**src/rtl/dlfloat_link_master.sv**
```systemverilog
// Host-side link master for the DLFloat MAC pin interface: operand FIFO, a/b-word bus
// serialiser, and result byte reassembly with issue tagging. Optional macro LINK_PERF_CNT_EN.
module dlfloat_link_master #(
    parameter int DEPTH     = 4,
    parameter int RES_LAT   = 6,
    parameter int RX_PHASE0 = 0
) (
    input  logic                   clk,
    input  logic                   rst,
    input  logic                   in_valid,
    output logic                   in_ready,
    input  logic [15:0]            in_a,
    input  logic [15:0]            in_b,
    output logic [15:0]            link_data,
    output logic                   link_phase,
    input  logic [7:0]             res_byte,
    output logic                   res_valid,
    output logic [15:0]            res_data,
    output logic                   res_tag,
    output logic [$clog2(DEPTH):0] fifo_level
`ifdef LINK_PERF_CNT_EN
    ,
    output logic [15:0]            pair_cnt,
    output logic [15:0]            idle_cnt
`endif
);

    localparam int AW = $clog2(DEPTH);
    localparam int LW = AW + 1;

    typedef enum logic {
        PH_A = 1'b0,
        PH_B = 1'b1
    } tx_state_t;

    // Operand FIFO storage and pointers (DEPTH is a power of two, so pointers wrap naturally).
    logic [15:0]   r_mem_a [DEPTH];
    logic [15:0]   r_mem_b [DEPTH];
    logic [AW-1:0] r_wr_ptr;
    logic [AW-1:0] r_rd_ptr;
    logic [LW-1:0] r_count;

    tx_state_t     r_state;
    tx_state_t     w_state_nxt;
    logic [15:0]   r_link_data;
    logic          r_link_phase;
    logic [15:0]   r_b_hold;
    logic          r_pair_active;
    logic [RES_LAT:0] r_tag_dly;

    logic          r_rx_phase;
    logic [7:0]    r_low_hold;
    logic [15:0]   r_res_data;
    logic          r_res_valid;
    logic          r_res_tag;
    logic          r_pending;

    logic          w_full;
    logic          w_empty;
    logic          w_push;
    logic          w_pop;
    logic          w_issue;
    logic          w_tag_hit;
    logic [15:0]   w_link_nxt;
    logic [15:0]   w_b_hold_nxt;
    logic          w_pair_act_nxt;

    // Handshake: a pair transfers on any clock edge where in_valid && in_ready. in_ready
    // depends only on registered occupancy, so a same-cycle pop never frees a slot early.
    assign w_full   = (r_count == LW'(DEPTH));
    assign w_empty  = (r_count == '0);
    assign w_push   = in_valid && !w_full;
    assign in_ready = !w_full;

    always_ff @(posedge clk) begin
        if (w_push) begin
            r_mem_a[r_wr_ptr] <= in_a;
            r_mem_b[r_wr_ptr] <= in_b;
        end
    end

    always_ff @(posedge clk or posedge rst) begin
        if (rst) begin
            r_wr_ptr <= '0;
            r_rd_ptr <= '0;
            r_count  <= '0;
        end else begin
            if (w_push) r_wr_ptr <= r_wr_ptr + AW'(1);
            if (w_pop)  r_rd_ptr <= r_rd_ptr + AW'(1);
            case ({w_push, w_pop})
                2'b10:   r_count <= r_count + LW'(1);
                2'b01:   r_count <= r_count - LW'(1);
                default: r_count <= r_count;
            endcase
        end
    end

    // TX phase runs free from reset so it stays locked to the MAC's own capture phase.
    always_ff @(posedge clk or posedge rst) begin
        if (rst) r_state <= PH_A;
        else     r_state <= w_state_nxt;
    end

    always_comb begin
        w_state_nxt    = PH_A;
        w_pop          = 1'b0;
        w_issue        = 1'b0;
        w_link_nxt     = 16'h0000;
        w_b_hold_nxt   = r_b_hold;
        w_pair_act_nxt = r_pair_active;
        case (r_state)
            PH_A: begin
                w_state_nxt = PH_B;
                if (!w_empty) begin
                    w_pop          = 1'b1;
                    w_link_nxt     = r_mem_a[r_rd_ptr];
                    w_b_hold_nxt   = r_mem_b[r_rd_ptr];
                    w_pair_act_nxt = 1'b1;
                end else begin
                    w_b_hold_nxt   = 16'h0000;
                    w_pair_act_nxt = 1'b0;
                end
            end
            PH_B: begin
                w_state_nxt = PH_A;
                w_link_nxt  = r_b_hold;
                w_issue     = r_pair_active;
            end
            default: w_state_nxt = PH_A;
        endcase
    end

    always_ff @(posedge clk or posedge rst) begin
        if (rst) begin
            r_link_data   <= 16'h0000;
            r_link_phase  <= 1'b0;
            r_b_hold      <= 16'h0000;
            r_pair_active <= 1'b0;
        end else begin
            r_link_data   <= w_link_nxt;
            r_link_phase  <= (r_state == PH_B);
            r_b_hold      <= w_b_hold_nxt;
            r_pair_active <= w_pair_act_nxt;
        end
    end

    // Bit 0 lines up with the b-word on the bus; bit RES_LAT with the first result byte it affects.
    always_ff @(posedge clk or posedge rst) begin
        if (rst) r_tag_dly <= '0;
        else     r_tag_dly <= {r_tag_dly[RES_LAT-1:0], w_issue};
    end

    assign w_tag_hit = r_tag_dly[RES_LAT];

    always_ff @(posedge clk or posedge rst) begin
        if (rst) begin
            r_rx_phase  <= 1'(RX_PHASE0);
            r_low_hold  <= 8'h00;
            r_res_data  <= 16'h0000;
            r_res_valid <= 1'b0;
            r_res_tag   <= 1'b0;
            r_pending   <= 1'b0;
        end else begin
            r_rx_phase <= ~r_rx_phase;
            if (r_rx_phase) begin
                r_res_data  <= {res_byte, r_low_hold};
                r_res_valid <= 1'b1;
                r_res_tag   <= r_pending | w_tag_hit;
                r_pending   <= 1'b0;
            end else begin
                r_low_hold  <= res_byte;
                r_res_valid <= 1'b0;
                r_res_tag   <= 1'b0;
                r_pending   <= r_pending | w_tag_hit;
            end
        end
    end

    assign link_data  = r_link_data;
    assign link_phase = r_link_phase;
    assign res_valid  = r_res_valid;
    assign res_data   = r_res_data;
    assign res_tag    = r_res_tag;
    assign fifo_level = r_count;

`ifdef LINK_PERF_CNT_EN
    logic [15:0] r_pair_cnt;
    logic [15:0] r_idle_cnt;

    always_ff @(posedge clk or posedge rst) begin
        if (rst) begin
            r_pair_cnt <= 16'h0000;
            r_idle_cnt <= 16'h0000;
        end else if (r_state == PH_A) begin
            if (w_pop) r_pair_cnt <= r_pair_cnt + 16'd1;
            else       r_idle_cnt <= r_idle_cnt + 16'd1;
        end
    end

    assign pair_cnt = r_pair_cnt;
    assign idle_cnt = r_idle_cnt;
`endif

endmodule

```
**config.mk**
```make
export PLATFORM = sky130hd
export DESIGN_NAME = dlfloat_link_master
export DESIGN_NICKNAME = d
export VERILOG_FILES = /design/src/rtl/dlfloat_link_master.sv
export SDC_FILE = /design/constraint.sdc
export NUM_CORES = 1
export LEC_CHECK = 0
export CAP_MARGIN = 10
export CORE_AREA = 8 8 132 256
export DETAILED_ROUTE_END_ITERATION = 7
export DIE_AREA = 0 0 140 264
export PLACE_DENSITY = 0.43
export SYNTH_ARGS = -nofsm -noshare
export SYNTH_HDL_FRONTEND = slang
export SYNTH_SLANG_ARGS = --single-unit
export TNS_END_PERCENT = 10
```
**constraint.sdc**
```tcl
create_clock -name clk -period 2.98 [get_ports clk]
set_input_delay 0.596 -clock clk [delete_from_list [all_inputs] [get_ports clk]]
set_output_delay 0.596 -clock clk [all_outputs]
set_load 0.05 [all_outputs]
```
======== Word-level counts from Yosys, hierarchy flattened ========
Memories as Yosys holds them, arrays and structs flattened.
Cells that the tools add are included.
storage, ports and cells
  logic and storage cells ................. 44
  bits in writable memories ............... 128
  output and inout port bits .............. 39
  memories kept ........................... 2
  register bits ........................... 77
cells by class
  reductions and logical operators ........ 4
  bitwise gates (word level) .............. 3
  $add $sub $neg .......................... 4
  mux-type cells .......................... 13
  eq/ne operators ......................... 3
memory list
  memory   depth  width  read ports  clocked after Yosys merged registers in  write ports  RTL line  source
  r_mem_a  4      16     1           0                                        1            37        logic [15:0] r_mem_a [DEPTH];
  r_mem_b  4      16     1           0                                        1            38        logic [15:0] r_mem_b [DEPTH];
operators with widths
  cell                                                                    number
  16-bit two-way mux                                                      2
  16-bit case mux with 2 select lines                                     1
  1-bit two-way mux                                                       8
  3-bit case mux with 2 select lines                                      1
  2-bit by 1-bit adder with 2-bit output (second input constant)          2
  3-bit by 1-bit adder with 3-bit output (second input constant)          1
  3-bit equality test (second input constant)                             1
  3-bit zero test                                                         1
  3-bit by 1-bit subtractor with 3-bit output (second input constant)     1
  2-bit by 1-bit equality test with 1-bit output (second input constant)  1
  2-bit equality test (second input constant)                             1
  1-bit inverter                                                          2
  1-bit case mux with 2 select lines                                      1
  2-bit nonzero test                                                      1
  1-bit logical AND                                                       1
  1-bit zero test                                                         1
  1-bit OR                                                                1

======== Depth between registers and ports, before layout ========
Gate-level depths: netlist of the first run.
  depth in word-level cells ............... 5
  gate-level depth with buffers ........... 9
  gate-level depth less buffers ........... 9

======== Worst setup path after synthesis of the first run ========
No wires, ideal clock.
  kind .................................... register -> register
  from .................................... reg r_count[2], in the netlist fifo_level[2]
  to ...................................... reg r_count[2], in the netlist fifo_level[2]
  stages on the path, launching flop included .. 10
  setup time .............................. 0.082 ns
  path buffers ............................ 0
  clock period less this slack ............ 2.493 ns
  data arrival time ....................... 2.411 ns
  setup slack ............................. 0.487 ns
  cell sequence ........................... dfrtp_1 -> or3b_4 -> and2_4 -> inv_1 -> ha_1 -> inv_1 -> fa_1 -> xor2_1 -> nor2_1 -> xor2_1
between the ends
  longest elaborated chain between the ends .. 5
  elaborated cells between the ends (all ways) .. 12
  classes of those cells .................. 2 x add/sub; 3 x eq/ne; 3 x mux; 4 x reduce/logical
ends and longest elaborated chain
  element                                                                                       RTL line  source
  start: declaration                                                                            41        logic [LW-1:0] r_count;
  start signal: assignment                                                                      91        2'b10: r_count <= r_count + LW'(1);
  start signal: assignment                                                                      92        2'b01: r_count <= r_count - LW'(1);
  start signal: assignment                                                                      93        default: r_count <= r_count;
  3-bit equality test (*)                                                                       70        assign w_full = (r_count == LW'(DEPTH));
  1-bit zero test (*)                                                                           -
  net in_ready                                                                                  11        output logic in_ready,
  1-bit logical AND (*)                                                                         72        assign w_push = in_valid && !w_full;
  2-bit by 1-bit equality test with 1-bit output / 2-bit equality test (equally long branches)  90        case ({w_push, w_pop})
  3-bit case mux with 2 select lines / 2-bit nonzero test (equally long branches)               -
The timed path passes the listed nets; every way through them passes the cells marked *.
A chain may end at the register's enable or synchronous reset.

======== Worst setup path after layout of the first run ========
  from .................................... reg r_count[0], in the netlist fifo_level[0]
  to ...................................... out in_ready
between the ends
  longest elaborated chain between the ends .. 2
ends and longest elaborated chain
  element              RTL line  source
  3-bit equality test  70
  1-bit zero test      73        assign in_ready = !w_full;
  end: declaration     11
Every way passes these cells.

==> impl_results.rst, run 1 <==
.. list-table::
   :header-rows: 1

   * - Metric
     - Value
   * - Run status
     - finished, final reports clean
   * - Final total negative setup slack
     - 0 ns
   * - Synthesis Warnings
     - 0
   * - Avg Synthesized Cell Area
     - 19.96 µm²
   * - Routability Congestion
     - 0.6420
   * - Count of flip-flops with a built-in enable after synthesis
     - 128
   * - Nets in the synthesized netlist
     - 423
   * - Deepest level of the CTS H-tree
     - 1
   * - Max frequency
     - 365.8 MHz
   * - Power Total
     - 0.009160 W
   * - Number of antenna violations at the first check in global routing
     - 1
   * - Cells along the critical path
     - or3b_4, clkdlybuf4s50_1
   * - Setup repair after global routing missed its margin
     - false
   * - Largest delay share family, worst path
     - buffers and inverters
   * - Final Instance Count excl. Fillers
     - 862
   * - Clock slew at reported path FFs
     - 0.06 ns
   * - Sequential fraction of the synthesis area
     - 77.29%
   * - Buffers inserted during post-CTS setup optimization
     - 0
   * - Minimum period implied by the final worst setup slack
     - 2.734 ns
   * - Crit path buffers/inverters
     - 1
   * - Number of distinct library cells after synthesis
     - 27
   * - Layout Cell Area excl Fill
     - 0.009519 mm²
   * - Row cnt
     - 91
   * - Primary flip-flop cell chosen by synthesis mapping
     - edfxtp_1
   * - Post-Syn Instances
     - 374
   * - Clock latency at the later pin of the worst-skew pair
     - 0.49 ns
   * - Largest fanout of any net on the critical path
     - 6
   * - Horizontal die dimension
     - 140 µm
   * - Per-cell routed wire length
     - 17.39 µm
   * - Total Nets Final
     - 522
   * - Slowest stage cell on the critical path
     - clkdlybuf4s50_1
   * - Post-synth ARST share
     - 37.56%
   * - Starting density of the core
     - 24.47%
   * - Critical path class
     - reg2out
   * - Startpoint kind of the worst setup timing path
     - flop
   * - Data required time at the worst endpoint
     - 2.38 ns
   * - Post-detailed-routing wire length
     - 14.99 mm
   * - I/O Pins
     - 82
   * - Max-slew violation count
     - 0
   * - Number of synthesized register bits
     - 205
   * - Peak VDD IR
     - 0.0004750 V
   * - Transition time of the tightest slew-check pin
     - 0.9087 ns
   * - Inst Count DP
     - 821
   * - Overflow after GRT
     - 0
   * - Clock tree from TritonCTS
     - yes
   * - Layout cells sized above 1
     - 19.63%
   * - Synthesis-to-finish area growth
     - 27.50%
   * - Total vias in the final route
     - 3579
   * - Tightest Hold Check Type
     - reg2reg
   * - Sum of net half-perimeters after detailed placement
     - 9.263 mm
   * - Number of global-route vias before repair
     - 3929
   * - Post-DP Area
     - 0.008783 mm²
   * - Total routing usage reported by global routing
     - 8.161%
   * - Root Buffer
     - clkbuf_16
   * - Fin. Hold Viols
     - 0
   * - Fin crit share
     - 91.75%
   * - Maximum Capacitance Violations
     - 0
   * - Global-route wire length before repair
     - 23.36 mm
   * - DRT iter0 DRCs
     - 166
   * - Power density over the cells
     - 962.2 mW/mm²
   * - Detailed Routing Iterations Pass 1
     - 6
   * - Commonest cells after routing, fill and taps aside
     - edfxtp_1 (128), clkdlybuf4s50_1 (81), dfrtp_1 (74)
   * - Count of antenna-violating nets left after detailed routing
     - 0
   * - Number of buffers added by the clock tree synthesis step
     - 22
   * - Number of clock sinks
     - 205
   * - Total leakage power
     - 3.524 nW
   * - Leading cell type in the layout, fill and taps excluded
     - edfxtp_1
   * - Setup violation total in the final timing report
     - 0
   * - Worst clock skew on the final layout
     - 0.009855 ns
   * - Crit path capture type
     - output pin
   * - Longest Clk Path Bufs
     - 3
   * - Filler Cells Inserted
     - 3006
   * - Detailed-route DRC error count
     - 0
   * - Arrival time at the worst endpoint
     - 2.14 ns
   * - Post-DR vias/cell
     - 4.152
   * - Quantity of hold-fixing buffers added after cts
     - 0
   * - Delay of the slowest cell on the worst path
     - 0.74 ns
   * - CTS-repair resized insts
     - 0
   * - Worst slew margin relative to its limit
     - 39.42%
   * - Vertical die dimension
     - 264 µm
   * - Syn Std Cell Area
     - 0.007466 mm²
   * - Placeable core region
     - 0.03051 mm²
   * - I/O Buffers
     - 81
   * - Maximum number of pins on one net before global-route repair
     - 37
   * - Die Area
     - 0.03696 mm²
[synth_stat cells (2+ instances only)]
library cell | count | area [µm²]
buf_12 | 3 | 60.06
xnor2_1 | 2 | 17.52
and3_1 | 4 | 25.02
o21ai_0 | 16 | 80.08
nand2_1 | 8 | 30.03
inv_1 | 25 | 93.84
dfrtp_1 | 77 | 1927
xor2_1 | 4 | 35.03
clkbuf_1 | 8 | 30.03
nor2_1 | 5 | 18.77
ha_1 | 5 | 62.56
edfxtp_1 | 128 | 3844
mux4_1 | 4 | 105.1
a22o_1 | 32 | 280.3
buf_2 | 7 | 35.03
mux4_2 | 28 | 630.6
mux2_2 | 8 | 90.09
[kinds of logic after synthesis]
family	share of synthesized area [%]
XOR/XNOR	0.7039
flip-flops	77.29
buffers and inverters	3.084
adder cells (fa/ha/maj)	1.106
AND/OR/NAND/NOR	1.592
multiplexers	11.40
AO/OA/AOI/OAI	4.827
[sequential cells by signal (all words and copies together), names as in the netlist]
signal	flops
r_wr_ptr	2
r_rd_ptr	2
r_b_hold	16
res_valid	1
link_data	16
r_low_hold	8
r_mem_b	64
r_rx_phase	1
r_pending	1
fifo_level	3
link_phase	1
r_tag_dly	7
r_pair_active	1
r_state	1
res_data	16
res_tag	1
r_mem_a	64
[layer usage]
metal / up-vias / GRT usage, % / wire (µm)
met4: 0 / 2.922 / 362
met1: 1819 / 9.942 / 6480
met5: - / 0 / 0
met3: 23 / 2.115 / 873
met2: 100 / 13.65 / 7274
li1: 1637 / - / -
[metrics by stage]
stage               util, %  worst slack (ns)  hold WS, ns
global placement      28.78            0.6034       0.3336
detailed placement    28.78            0.5846       0.3363
finish                31.20            0.2459       0.3462
floorplan                 -            0.4173       0.3312
global route          31.19            0.1697       0.3483
CTS                   31.19            0.2098       0.3483
[worst register-to-register path, stage by stage (launching register included)]
cell,delay [ns]
dfrtp_1,0.44
or3b_4,0.46
and2_4,0.19
inv_1,0.05
ha_1,0.17
inv_1,0.06
fa_1,0.37
xor2_1,0.15
nor2_1,0.11
xor2_1,0.14
[power breakdown]
part / internal [W] / total, W / switching, W
Combinational: 0.00113 / 0.00235 / 0.00122
Sequential: 0.00373 / 0.00410 / 0.000372
Clock: 0.00166 / 0.00271 / 0.00105
[area by class of cell]
class	instances	area [µm²]	area share, %
repair buffers	94	970.9	10.20
clock buffers	30	631.9	6.638
diodes	1	2.502	0.02629
well taps	372	465.4	4.890
multi-input cells	125	1478	15.52
flip-flops and latches	205	5774	60.66
inverters	25	95.09	0.9989
clock inverters	10	101.3	1.065
[final timing paths]
kind | startpoint | endpoint | slack (ns) | cells after the start
max | fifo_level[0] | in_ready | 0.25 | 2
min | r_tag_dly[0] | r_tag_dly[1] | 0.35 | 0
max reg2reg | fifo_level[0] | fifo_level[2] | 0.77 | 9
min reg2reg | r_tag_dly[0] | r_tag_dly[1] | 0.35 | 0
max in group asynchronous | rst | link_data[6] | 1.91 | 3
min in group asynchronous | rst | res_data[14] | 0.47 | 2
Power figures use the tool's default switching activity.
==> run 2: changes to the inputs <==
--- a/config.mk
+++ b/config.mk
@@ -10,6 +10,7 @@
 export DETAILED_ROUTE_END_ITERATION = 7
 export DIE_AREA = 0 0 140 264
 export PLACE_DENSITY = 0.43
+export SKIP_CTS_REPAIR_TIMING = 1
 export SYNTH_ARGS = -nofsm -noshare
 export SYNTH_HDL_FRONTEND = slang
 export SYNTH_SLANG_ARGS = --single-unit
==> results of run 2 <==
Final layout, timing and power as in run 1 (identical DEF).
==> run 3: changes to the inputs <==
--- a/config.mk
+++ b/config.mk
@@ -11,6 +11,7 @@
 export DIE_AREA = 0 0 140 264
 export PLACE_DENSITY = 0.43
 export SKIP_CTS_REPAIR_TIMING = 1
+export SLEW_MARGIN = 40
 export SYNTH_ARGS = -nofsm -noshare
 export SYNTH_HDL_FRONTEND = slang
 export SYNTH_SLANG_ARGS = --single-unit
==> run 3 against run 2 <==
Maximum frequency about the same. Routed wire length barely moved. Cell area barely moved. Clock skew about the same. Combinational power is essentially flat. Global-route usage is essentially flat. Critical endpoint unchanged. Largest cell class unchanged.
==> impl_results.rst, run 3 (same netlist as run 1, synthesis figures left out) <==
.. list-table::
   :header-rows: 1

   * - Metric
     - Value
   * - Worst slew margin relative to its limit
     - 62.17%
   * - DRT iter0 DRCs
     - 167
   * - I/O Buffers
     - 81
   * - Psw
     - 0.002647 W
   * - Setup repair after global routing missed its margin
     - false
   * - Storage element area
     - 0.005778 mm²
   * - Reg-to-reg startpoint
     - fifo_level[0]
   * - Power Total
     - 0.009157 W
   * - Routability Congestion
     - 0.6420
   * - Row cnt
     - 91
   * - Switching Fraction
     - 28.91%
   * - Longest Clk Path Bufs
     - 3
   * - Placeable core region
     - 0.03051 mm²
   * - Root Buffer
     - clkbuf_16
   * - Tightest Hold Check Type
     - reg2reg
   * - Worst clock skew on the final layout
     - 0.01018 ns
   * - Maximum number of pins on one net before global-route repair
     - 37
   * - Multi-input gate area
     - 0.001478 mm²
   * - Max-slew violation count
     - 0
   * - I/O Pins
     - 82
   * - Leading cell type in the layout, fill and taps excluded
     - edfxtp_1
   * - Worst min-delay path startpoint
     - r_tag_dly[0]
   * - Vertical die dimension
     - 264 µm
   * - Arrival time at the worst endpoint
     - 2.14 ns
   * - Count of antenna-violating nets left after detailed routing
     - 0
   * - Layout Cell Area excl Fill
     - 0.009523 mm²
   * - Data required time at the worst endpoint
     - 2.38 ns
   * - Critical path class
     - reg2out
   * - Number of buffers added by the clock tree synthesis step
     - 22
   * - Run status
     - finished, final reports clean
   * - Post-detailed-routing wire length
     - 14.99 mm
   * - Overflow after GRT
     - 0
   * - Largest regs
     - r_mem_a: 64 flops, r_mem_b: 64 flops
   * - Sum of net half-perimeters after detailed placement
     - 9.262 mm
   * - Minimum period implied by the final worst setup slack
     - 2.734 ns
   * - Critical path origin
     - fifo_level[0]
   * - Post-DP Area
     - 0.008787 mm²
   * - Synthesis-to-finish area growth
     - 27.55%
   * - Final total negative setup slack
     - 0 ns
   * - Total leakage power
     - 3.524 nW
   * - Post-DR vias/cell
     - 4.153
   * - Max frequency
     - 365.7 MHz
   * - Per-cell routed wire length
     - 17.39 µm
   * - Peak VDD IR
     - 0.0004747 V
   * - Internal Pwr Total
     - 0.006510 W
   * - Starting density of the core
     - 24.47%
   * - Hold Path Cell Cnt
     - 0
   * - Detailed Routing Iterations Pass 1
     - 6
   * - Global-route wire length before repair
     - 23.38 mm
   * - Logic gate share of total power
     - 25.6%
   * - Fin. Hold Viols
     - 0
   * - Total routing usage reported by global routing
     - 8.172%
   * - Total vias in the final route
     - 3580
   * - Setup violation total in the final timing report
     - 0
   * - Transition time of the tightest slew-check pin
     - 0.5668 ns
   * - Clock network fraction of design power
     - 29.6%
   * - Fin crit share
     - 91.75%
   * - Largest fanout of any net on the critical path
     - 6
   * - Clock slew at reported path FFs
     - 0.06 ns
   * - Maximum Capacitance Violations
     - 0
   * - Layout cells sized above 1
     - 19.84%
   * - Commonest cells after routing, fill and taps aside
     - edfxtp_1 (128), clkdlybuf4s50_1 (81), dfrtp_1 (73)
   * - Number of clock sinks
     - 205
   * - Register share of total power
     - 44.8%
   * - Power density over the cells
     - 961.6 mW/mm²
   * - Deepest level of the CTS H-tree
     - 1
   * - Crit path capture type
     - output pin
   * - Number of global-route vias before repair
     - 3935
   * - Filler Cells Inserted
     - 3007
   * - Detailed-route DRC error count
     - 0
   * - Total Nets Final
     - 522
   * - Startpoint kind of the worst setup timing path
     - flop
   * - Clock latency at the later pin of the worst-skew pair
     - 0.49 ns
   * - Depth of the worst register-to-register path
     - 9
   * - Clock tree from TritonCTS
     - yes
   * - Horizontal die dimension
     - 140 µm
   * - Die Area
     - 0.03696 mm²
   * - Number of antenna violations at the first check in global routing
     - 1
[run 3: through the flow]
stage / util, % / setup slack, ns / std cells / hold slack (ns)
after detailed placement: 28.80 / 0.5953 / 821 / 0.3363
after CTS: 31.20 / 0.2097 / 861 / 0.3483
after global routing: 31.20 / 0.1696 / 861 / 0.3483
after floorplan: - / 0.4173 / 374 / 0.3312
after global placement: 28.78 / 0.6034 / 821 / 0.3336
final: 31.21 / 0.2458 / 862 / 0.3466
[run 3: cell type report]
type | count | area share, %
clock buffer | 30 | 6.635
multi-input combinational | 125 | 15.52
tap | 372 | 4.888
inverter | 25 | 0.9986
clock inverter | 10 | 1.064
sequential | 205 | 60.68
antenna | 1 | 0.02628
timing repair buffer | 94 | 10.20
[run 3: path summary, 6_finish.rpt]
path                                      end  slack [ns]
worst max register to register  fifo_level[2]        0.77
min in group asynchronous         res_data[6]        0.47
worst min register to register   r_tag_dly[1]        0.35
max in group asynchronous          r_rx_phase        1.90
worst min-delay path             r_tag_dly[1]        0.35
worst max-delay path                 in_ready        0.25
[run 3: per-layer routing]
layer	vias up	part of all wire [%]	wire, µm	global-route usage (%)
met5	-	0	0	0
met4	0	2.4	362	2.922
met3	23	6.5	967	2.133
met2	104	48	7256	13.65
met1	1815	43	6405	9.965
li1	1638	-	-	-
[run 3: critical path, cell delays in order (launching register included)]
cell	delay [ns]
dfrtp_1	0.44
or3b_4	0.46
clkdlybuf4s50_1	0.74
[run 3: power groups by stage]
stage          Combinational, W  Clock [W]  Sequential [W]
6_report                0.00235    0.00271         0.00410
4_1_cts                 0.00240    0.00281         0.00413
2_1_floorplan           0.00133          0         0.00446
3_3_place_gp            0.00242          0         0.00417
5_1_grt                 0.00251    0.00291         0.00419
3_5_place_dp            0.00240          0         0.00418
